==> src/rtl/rv32i_pkg.sv <==
// Shared RV32I definitions: ALU function codes, opcodes, control-FSM states
// and the datapath select encodings driven by the multi-cycle controller.
package rv32i_pkg;

    localparam logic [3:0] ALU_ADD  = 4'd0;
    localparam logic [3:0] ALU_SUB  = 4'd1;
    localparam logic [3:0] ALU_AND  = 4'd2;
    localparam logic [3:0] ALU_OR   = 4'd3;
    localparam logic [3:0] ALU_SLL  = 4'd4;
    localparam logic [3:0] ALU_SRL  = 4'd5;
    localparam logic [3:0] ALU_SRA  = 4'd6;
    localparam logic [3:0] ALU_XOR  = 4'd7;
    localparam logic [3:0] ALU_SLT  = 4'd8;
    localparam logic [3:0] ALU_SLTU = 4'd9;

    localparam logic [6:0] OP_LOAD   = 7'h03;
    localparam logic [6:0] OP_STORE  = 7'h23;
    localparam logic [6:0] OP_R      = 7'h33;
    localparam logic [6:0] OP_I      = 7'h13;
    localparam logic [6:0] OP_BRANCH = 7'h63;
    localparam logic [6:0] OP_JAL    = 7'h6F;
    localparam logic [6:0] OP_JALR   = 7'h67;
    localparam logic [6:0] OP_LUI    = 7'h37;
    localparam logic [6:0] OP_AUIPC  = 7'h17;

    typedef enum logic [3:0] {
        FETCH, DECODE, MEMADR, MEMRD, MEMWB, MEMWR, EXECR,
        EXECI, ALUWB, BRANCH, JAL, JALR, UPPER, HALT
    } state_t;

    localparam logic [1:0] SRCA_PC    = 2'd0;
    localparam logic [1:0] SRCA_OLDPC = 2'd1;
    localparam logic [1:0] SRCA_REGA  = 2'd2;
    localparam logic [1:0] SRCA_ZERO  = 2'd3;

    localparam logic [1:0] SRCB_REGB  = 2'd0;
    localparam logic [1:0] SRCB_IMM   = 2'd1;
    localparam logic [1:0] SRCB_FOUR  = 2'd2;

    localparam logic [1:0] RES_ALUOUT = 2'd0;
    localparam logic [1:0] RES_MDR    = 2'd1;
    localparam logic [1:0] RES_ALU    = 2'd2;

endpackage

==> src/rtl/rv32i_alu_dec.sv <==
// ALU function decoder for R-type and I-type ALU instructions.
module rv32i_alu_dec
    import rv32i_pkg::*;
(
    input  logic [2:0] funct3,
    input  logic       funct7_5,
    input  logic       is_rtype,
    output logic [3:0] alu_op
);

    always_comb begin
        alu_op = ALU_ADD;
        case (funct3)
            3'b000: alu_op = (is_rtype && funct7_5) ? ALU_SUB : ALU_ADD;
            3'b001: alu_op = ALU_SLL;
            3'b010: alu_op = ALU_SLT;
            3'b011: alu_op = ALU_SLTU;
            3'b100: alu_op = ALU_XOR;
            // srai shares funct7_5 with sra, so the I form honours it too
            3'b101: alu_op = funct7_5 ? ALU_SRA : ALU_SRL;
            3'b110: alu_op = ALU_OR;
            3'b111: alu_op = ALU_AND;
            default: alu_op = ALU_ADD;
        endcase
    end

endmodule

==> src/rtl/rv32i_mc_ctrl.sv <==
// Multi-cycle RV32I control FSM (FETCH/DECODE/EXECUTE/WRITEBACK) with a wait-stated memory.
// Define RV32I_MC_CTRL_ILLEGAL_HALT_EN to park in HALT on an illegal opcode.
module rv32i_mc_ctrl
    import rv32i_pkg::*;
#(
    parameter int ALU_FUNC_W = 4
) (
    input  logic                  clk,
    input  logic                  rst,
    input  logic [6:0]            opcode,
    input  logic [2:0]            funct3,
    input  logic                  funct7_5,
    input  logic                  zero_flag,
    input  logic                  SLT_flag,
    input  logic                  SLTu_flag,
    input  logic                  mem_ready,
    output logic                  mem_req,
    output logic                  mem_we,
    output logic                  adr_src,
    output logic                  ir_write,
    output logic                  pc_write,
    output logic                  reg_write,
    output logic [ALU_FUNC_W-1:0] alu_func,
    output logic [1:0]            alu_src_a,
    output logic [1:0]            alu_src_b,
    output logic [1:0]            result_src,
    output logic                  illegal_instr
);

    state_t     state, state_nxt;
    logic [3:0] dec_func;
    logic [3:0] func;
    logic       br_flag;
    logic       br_taken;

    rv32i_alu_dec u_alu_dec (
        .funct3   (funct3),
        .funct7_5 (funct7_5),
        .is_rtype (opcode == OP_R),
        .alu_op   (dec_func)
    );

    always_ff @(posedge clk) begin
        if (rst) state <= FETCH;
        else     state <= state_nxt;
    end

    // funct3[0] inverts the sense; the 01x encodings are not branches and never take
    always_comb begin
        br_flag = 1'b0;
        case (funct3[2:1])
            2'b00:   br_flag = zero_flag;
            2'b10:   br_flag = SLT_flag;
            2'b11:   br_flag = SLTu_flag;
            default: br_flag = 1'b0;
        endcase
        br_taken = (funct3[2:1] != 2'b01) && (br_flag ^ funct3[0]);
    end

    always_comb begin
        state_nxt     = state;
        mem_req       = 1'b0;
        mem_we        = 1'b0;
        adr_src       = 1'b0;
        ir_write      = 1'b0;
        pc_write      = 1'b0;
        reg_write     = 1'b0;
        illegal_instr = 1'b0;
        func          = ALU_ADD;
        alu_src_a     = SRCA_PC;
        alu_src_b     = SRCB_REGB;
        result_src    = RES_ALUOUT;
        case (state)
            FETCH: begin
                mem_req    = 1'b1;
                alu_src_b  = SRCB_FOUR;
                result_src = RES_ALU;
                ir_write   = mem_ready;
                pc_write   = mem_ready;
                if (mem_ready) state_nxt = DECODE;
            end
            DECODE: begin
                alu_src_a = SRCA_OLDPC;
                alu_src_b = SRCB_IMM;
                case (opcode)
                    OP_LOAD, OP_STORE: state_nxt = MEMADR;
                    OP_R:              state_nxt = EXECR;
                    OP_I:              state_nxt = EXECI;
                    OP_BRANCH:         state_nxt = BRANCH;
                    OP_JAL:            state_nxt = JAL;
                    OP_JALR:           state_nxt = JALR;
                    OP_LUI, OP_AUIPC:  state_nxt = UPPER;
                    default: begin
                        illegal_instr = 1'b1;
`ifdef RV32I_MC_CTRL_ILLEGAL_HALT_EN
                        state_nxt = HALT;
`else
                        state_nxt = FETCH;
`endif
                    end
                endcase
            end
            MEMADR: begin
                alu_src_a = SRCA_REGA;
                alu_src_b = SRCB_IMM;
                state_nxt = (opcode == OP_LOAD) ? MEMRD : MEMWR;
            end
            MEMRD: begin
                mem_req = 1'b1;
                adr_src = 1'b1;
                if (mem_ready) state_nxt = MEMWB;
            end
            MEMWB: begin
                result_src = RES_MDR;
                reg_write  = 1'b1;
                state_nxt  = FETCH;
            end
            MEMWR: begin
                mem_req = 1'b1;
                mem_we  = 1'b1;
                adr_src = 1'b1;
                if (mem_ready) state_nxt = FETCH;
            end
            EXECR, EXECI: begin
                alu_src_a = SRCA_REGA;
                alu_src_b = (state == EXECI) ? SRCB_IMM : SRCB_REGB;
                func      = dec_func;
                state_nxt = ALUWB;
            end
            ALUWB: begin
                result_src = RES_ALUOUT;
                reg_write  = 1'b1;
                state_nxt  = FETCH;
            end
            BRANCH: begin
                alu_src_a = SRCA_REGA;
                alu_src_b = SRCB_REGB;
                case (funct3[2:1])
                    2'b10:   func = ALU_SLT;
                    2'b11:   func = ALU_SLTU;
                    default: func = ALU_SUB;
                endcase
                pc_write  = br_taken;
                state_nxt = FETCH;
            end
            // ALUOut already holds the jump target; the ALU forms the link address
            JAL: begin
                alu_src_a = SRCA_OLDPC;
                alu_src_b = SRCB_FOUR;
                pc_write  = 1'b1;
                state_nxt = ALUWB;
            end
            JALR: begin
                alu_src_a = SRCA_REGA;
                alu_src_b = SRCB_IMM;
                state_nxt = JAL;
            end
            UPPER: begin
                alu_src_a = (opcode == OP_LUI) ? SRCA_ZERO : SRCA_OLDPC;
                alu_src_b = SRCB_IMM;
                state_nxt = ALUWB;
            end
            HALT:    state_nxt = HALT;
            default: state_nxt = FETCH;
        endcase
        // Reset silences every output immediately, even mid-access
        if (rst) begin
            mem_req       = 1'b0;
            mem_we        = 1'b0;
            adr_src       = 1'b0;
            ir_write      = 1'b0;
            pc_write      = 1'b0;
            reg_write     = 1'b0;
            illegal_instr = 1'b0;
            func          = ALU_ADD;
            alu_src_a     = SRCA_PC;
            alu_src_b     = SRCB_REGB;
            result_src    = RES_ALUOUT;
        end
    end

    assign alu_func = ALU_FUNC_W'(func);

endmodule
==> config.mk <==
export PLATFORM = sky130hd
export DESIGN_NAME = rv32i_mc_ctrl
export DESIGN_NICKNAME = d
export VERILOG_FILES = /design/src/rtl/rv32i_pkg.sv /design/src/rtl/rv32i_alu_dec.sv /design/src/rtl/rv32i_mc_ctrl.sv
export SDC_FILE = /design/constraint.sdc
export NUM_CORES = 1
export LEC_CHECK = 0
export CORE_ASPECT_RATIO = 1.25
export CORE_MARGIN = 2
export CORE_UTILIZATION = 45
export DETAILED_ROUTE_END_ITERATION = 6
export HOLD_SLACK_MARGIN = 0.15
export PLACE_DENSITY = 0.84
export SLEW_MARGIN = 40
export SYNTH_ARGS = -nofsm -noshare
export SYNTH_HDL_FRONTEND = slang
export SYNTH_SLANG_ARGS = --single-unit
==> constraint.sdc <==
create_clock -name clk -period 3.1 [get_ports clk]
set_input_delay 0.62 -clock clk [delete_from_list [all_inputs] [get_ports clk]]
set_output_delay 0.62 -clock clk [all_outputs]
set_load 0.03 [all_outputs]
==> results.toml <==
[cells_and_area]
syn_to_final_growth_pct = 40.57
final_core_occ = 0.6492
antenna_cells_inserted = 0
max_flop_register = "state"
reg_top3 = "state: 4 flops"
fillCellCount = 170
final_layout_size_suffix_gt1_frac = 0.1176
largest_reg_flops = 4
final_nets = 172

[logic_synthesis]
synth_common_cells = "16 x nor2_1, 12 x nor3_1, 11 x nand2_1"
ys_seq_area_frac = 0.1006
synth_top_cell_by_area = "dfxtp_1"
post_synth_inst_count = 126
synth_ff_type = "dfxtp_1"
yosysUniqueCellTypes = 47
yosysMostFrequentCell = "nor2_1"
synth_nets = 143
post_synth_edffs = 0
netlist_top_cells_area = "dfxtp_1 10%, nor3_1 7.5%, nor2_1 7.5%, nand2_1 5.2%, a21oi_1 5.0%"
synth-seq-cells = 4
yosys_warnings = 0
synth_area_per_cell_um2 = 6.316
synthArstFlopShare = 0
synth.top_cell.area_share = 0.1006
synth_area_um2 = 795.8

[clock_network]
worst_setup_hold_path_clk_slew_ns = 0.03
cts-resized-gates = 0
ctsHoldBuffers = 0
h-tree-depth = 1
cts.sinks = 4
cts.path.max_buffers = 2
num_cts_buffers = 3
clock_latency_ns = 0.24
clock-root-buffer = "clkbuf_4"
tritoncts = "built"
post-cts-setup-buffer-count = 0

[floorplan]
initial_core_util = 0.4619
design.die.area_um2 = 2123
io_pins = 34
die-height_um = 51.02
coreArea_um2 = 1723
row_count = 17
dieWidth_um = 41.61

[power]
cellLeakagePower_uw = 0.0004221
share_comb_of_total_power = 0.478
ir_drop_v = 0.0001624
power.switching_fraction = 0.3688
power_density_nw_per_um2 = 212.2
p_seq_frac = 0.245
pwr-share-clk = 0.277
intPower_uw = 149.8
net-switching-power_uw = 87.54

[routing]
top_signal_layer_used = "met4"
drt_wl_total_um = 2298
viasPerCell = 6.041
via_count = 1039
detail_route.first_pass.iterations = 4
route.met3.wl_um = 173
drt-wirelength-per-cell_um = 13.36
detailedRoute.firstIterationViolations = 57
metal_1_wl_um = 921
route.detailed.drc = 0
antenna_violating_nets_post_route = 0
wl_met2_um = 1157

[sta]
final-setup-viol-count = 0
finalWorstPathRequiredPeriod_ns = 3.008
rsz0062_at_grt = "false"
fin_worst_skew_ns = 0.01006
finalCritPeriodShare = 0.9705
slew_viol_final = 0
finalHoldViolCount = 0
max_freq_mhz = 332.4
tns_ns = 0
tightest_slew_ns = 0.5168
slew_headroom = 0.6550

[critical_path]
critical_path_type = "in -> out"
critical_path.max_fanout = 10
worstReg2RegStart = "state[0]"
cp.required_ns = 2.48
startpoint_type = "input pin"
worst_setup_path_startpoint = "rst"
crit_path_end_kind = "output port"
critPathArrivalTime_ns = 2.39

[grt]
grt_max_degree = 18
antenna_found_initial = 0
grt_first_pass_wirelength_um = 3732
grt.total_usage = 0.2162
grt-ovfl-total = 0
grt_pass1_vias = 923

[run_status]
run_status = "completed"

[hold_path]
worstHoldPathType = "reg -> reg"
hold_start = "state[1]"

[placed_design]
routabilityCongestion = 0.8670
placement.io_buffers = 33
dpl.hpwl_um = 1753

[run]
maxCapViolCount = 0
-- cells by family after synthesis --
logic type	share of synthesized area
AOI/OAI and AO/OA	0.2862
xor gates and xnor gates	0.04403
buffers and inverters	0.09591
DFF	0.1006
muxes	0.02516
and+or+nand+nor	0.4482
-- critical path: stages --
cell,delay [ns]
clkdlybuf4s50_1,0.57
nor3b_1,0.32
o311a_1,0.20
clkdlybuf4s50_1,0.66
-- path summary, 6_finish.rpt --
check / slack (ns) / endpoint / depth (start not counted)
worst max-delay path: 0.09 / alu_func[1] / 4
worst min-delay path: 0.66 / state[1] / 2
worst max register to register: 1.38 / state[0] / 4
worst min register to register: 0.66 / state[1] / 2
-- per-layer routing --
| layer | GRT usage | up-vias |
|---|---|---|
| met2 | 0.4115 | 58 |
| met3 | 0.01767 | 7 |
| met4 | 0.07527 | 0 |
| li1 | - | 519 |
| met5 | 0 | - |
| met1 | 0.2479 | 455 |
-- layout by cell type (no fill, tap or decap), types with 3 or more instances in the layout --
| cell type | count |
|---|---|
| clkdlybuf4s50_1 | 23 |
| nand2b_1 | 5 |
| dfxtp_1 | 3 |
| nand2_1 | 11 |
| a211oi_1 | 3 |
| nand3b_1 | 4 |
| a21oi_1 | 8 |
| xnor2_1 | 3 |
| clkbuf_4 | 3 |
| a311oi_1 | 3 |
| nor2_1 | 16 |
| buf_4 | 12 |
| inv_1 | 5 |
| nor3_1 | 12 |
-- power groups by stage --
stage | registers [uW] | clock network, uW | logic, uW
after floorplan | 55.1 | 0 | 69.3
after global placement | 58.6 | 0 | 110
after detailed placement | 58.8 | 0 | 112
after CTS | 57.9 | 66.6 | 113
after global routing | 58.5 | 67.4 | 123
final | 58.2 | 65.7 | 113
-- final cells by class --
class	instances	area (um2)	area share
Inverter	5	18.77	0.01678
Multi-Input combinational cell	105	639.4	0.5716
Clock buffer	3	22.52	0.02013
Timing Repair Buffer	36	332.8	0.2975
Sequential cell	4	81.33	0.07271
Tap cell	19	23.77	0.02125
-- per-stage QoR --
stage	total power, uW	area, um2	setup WS (ns)	hold slack (ns)	cells
floorplan	124.4	795.8	0.2083	0.6158	126
global placement	168.9	1092	0.1173	0.6716	169
detailed placement	171.0	1092	0.08521	0.6521	169
CTS	237.6	1115	0.08576	0.6550	172
global route	248.7	1119	0.01022	0.6758	172
finish	237.4	1119	0.09156	0.6613	172
Power figures use the tool's default switching activity.
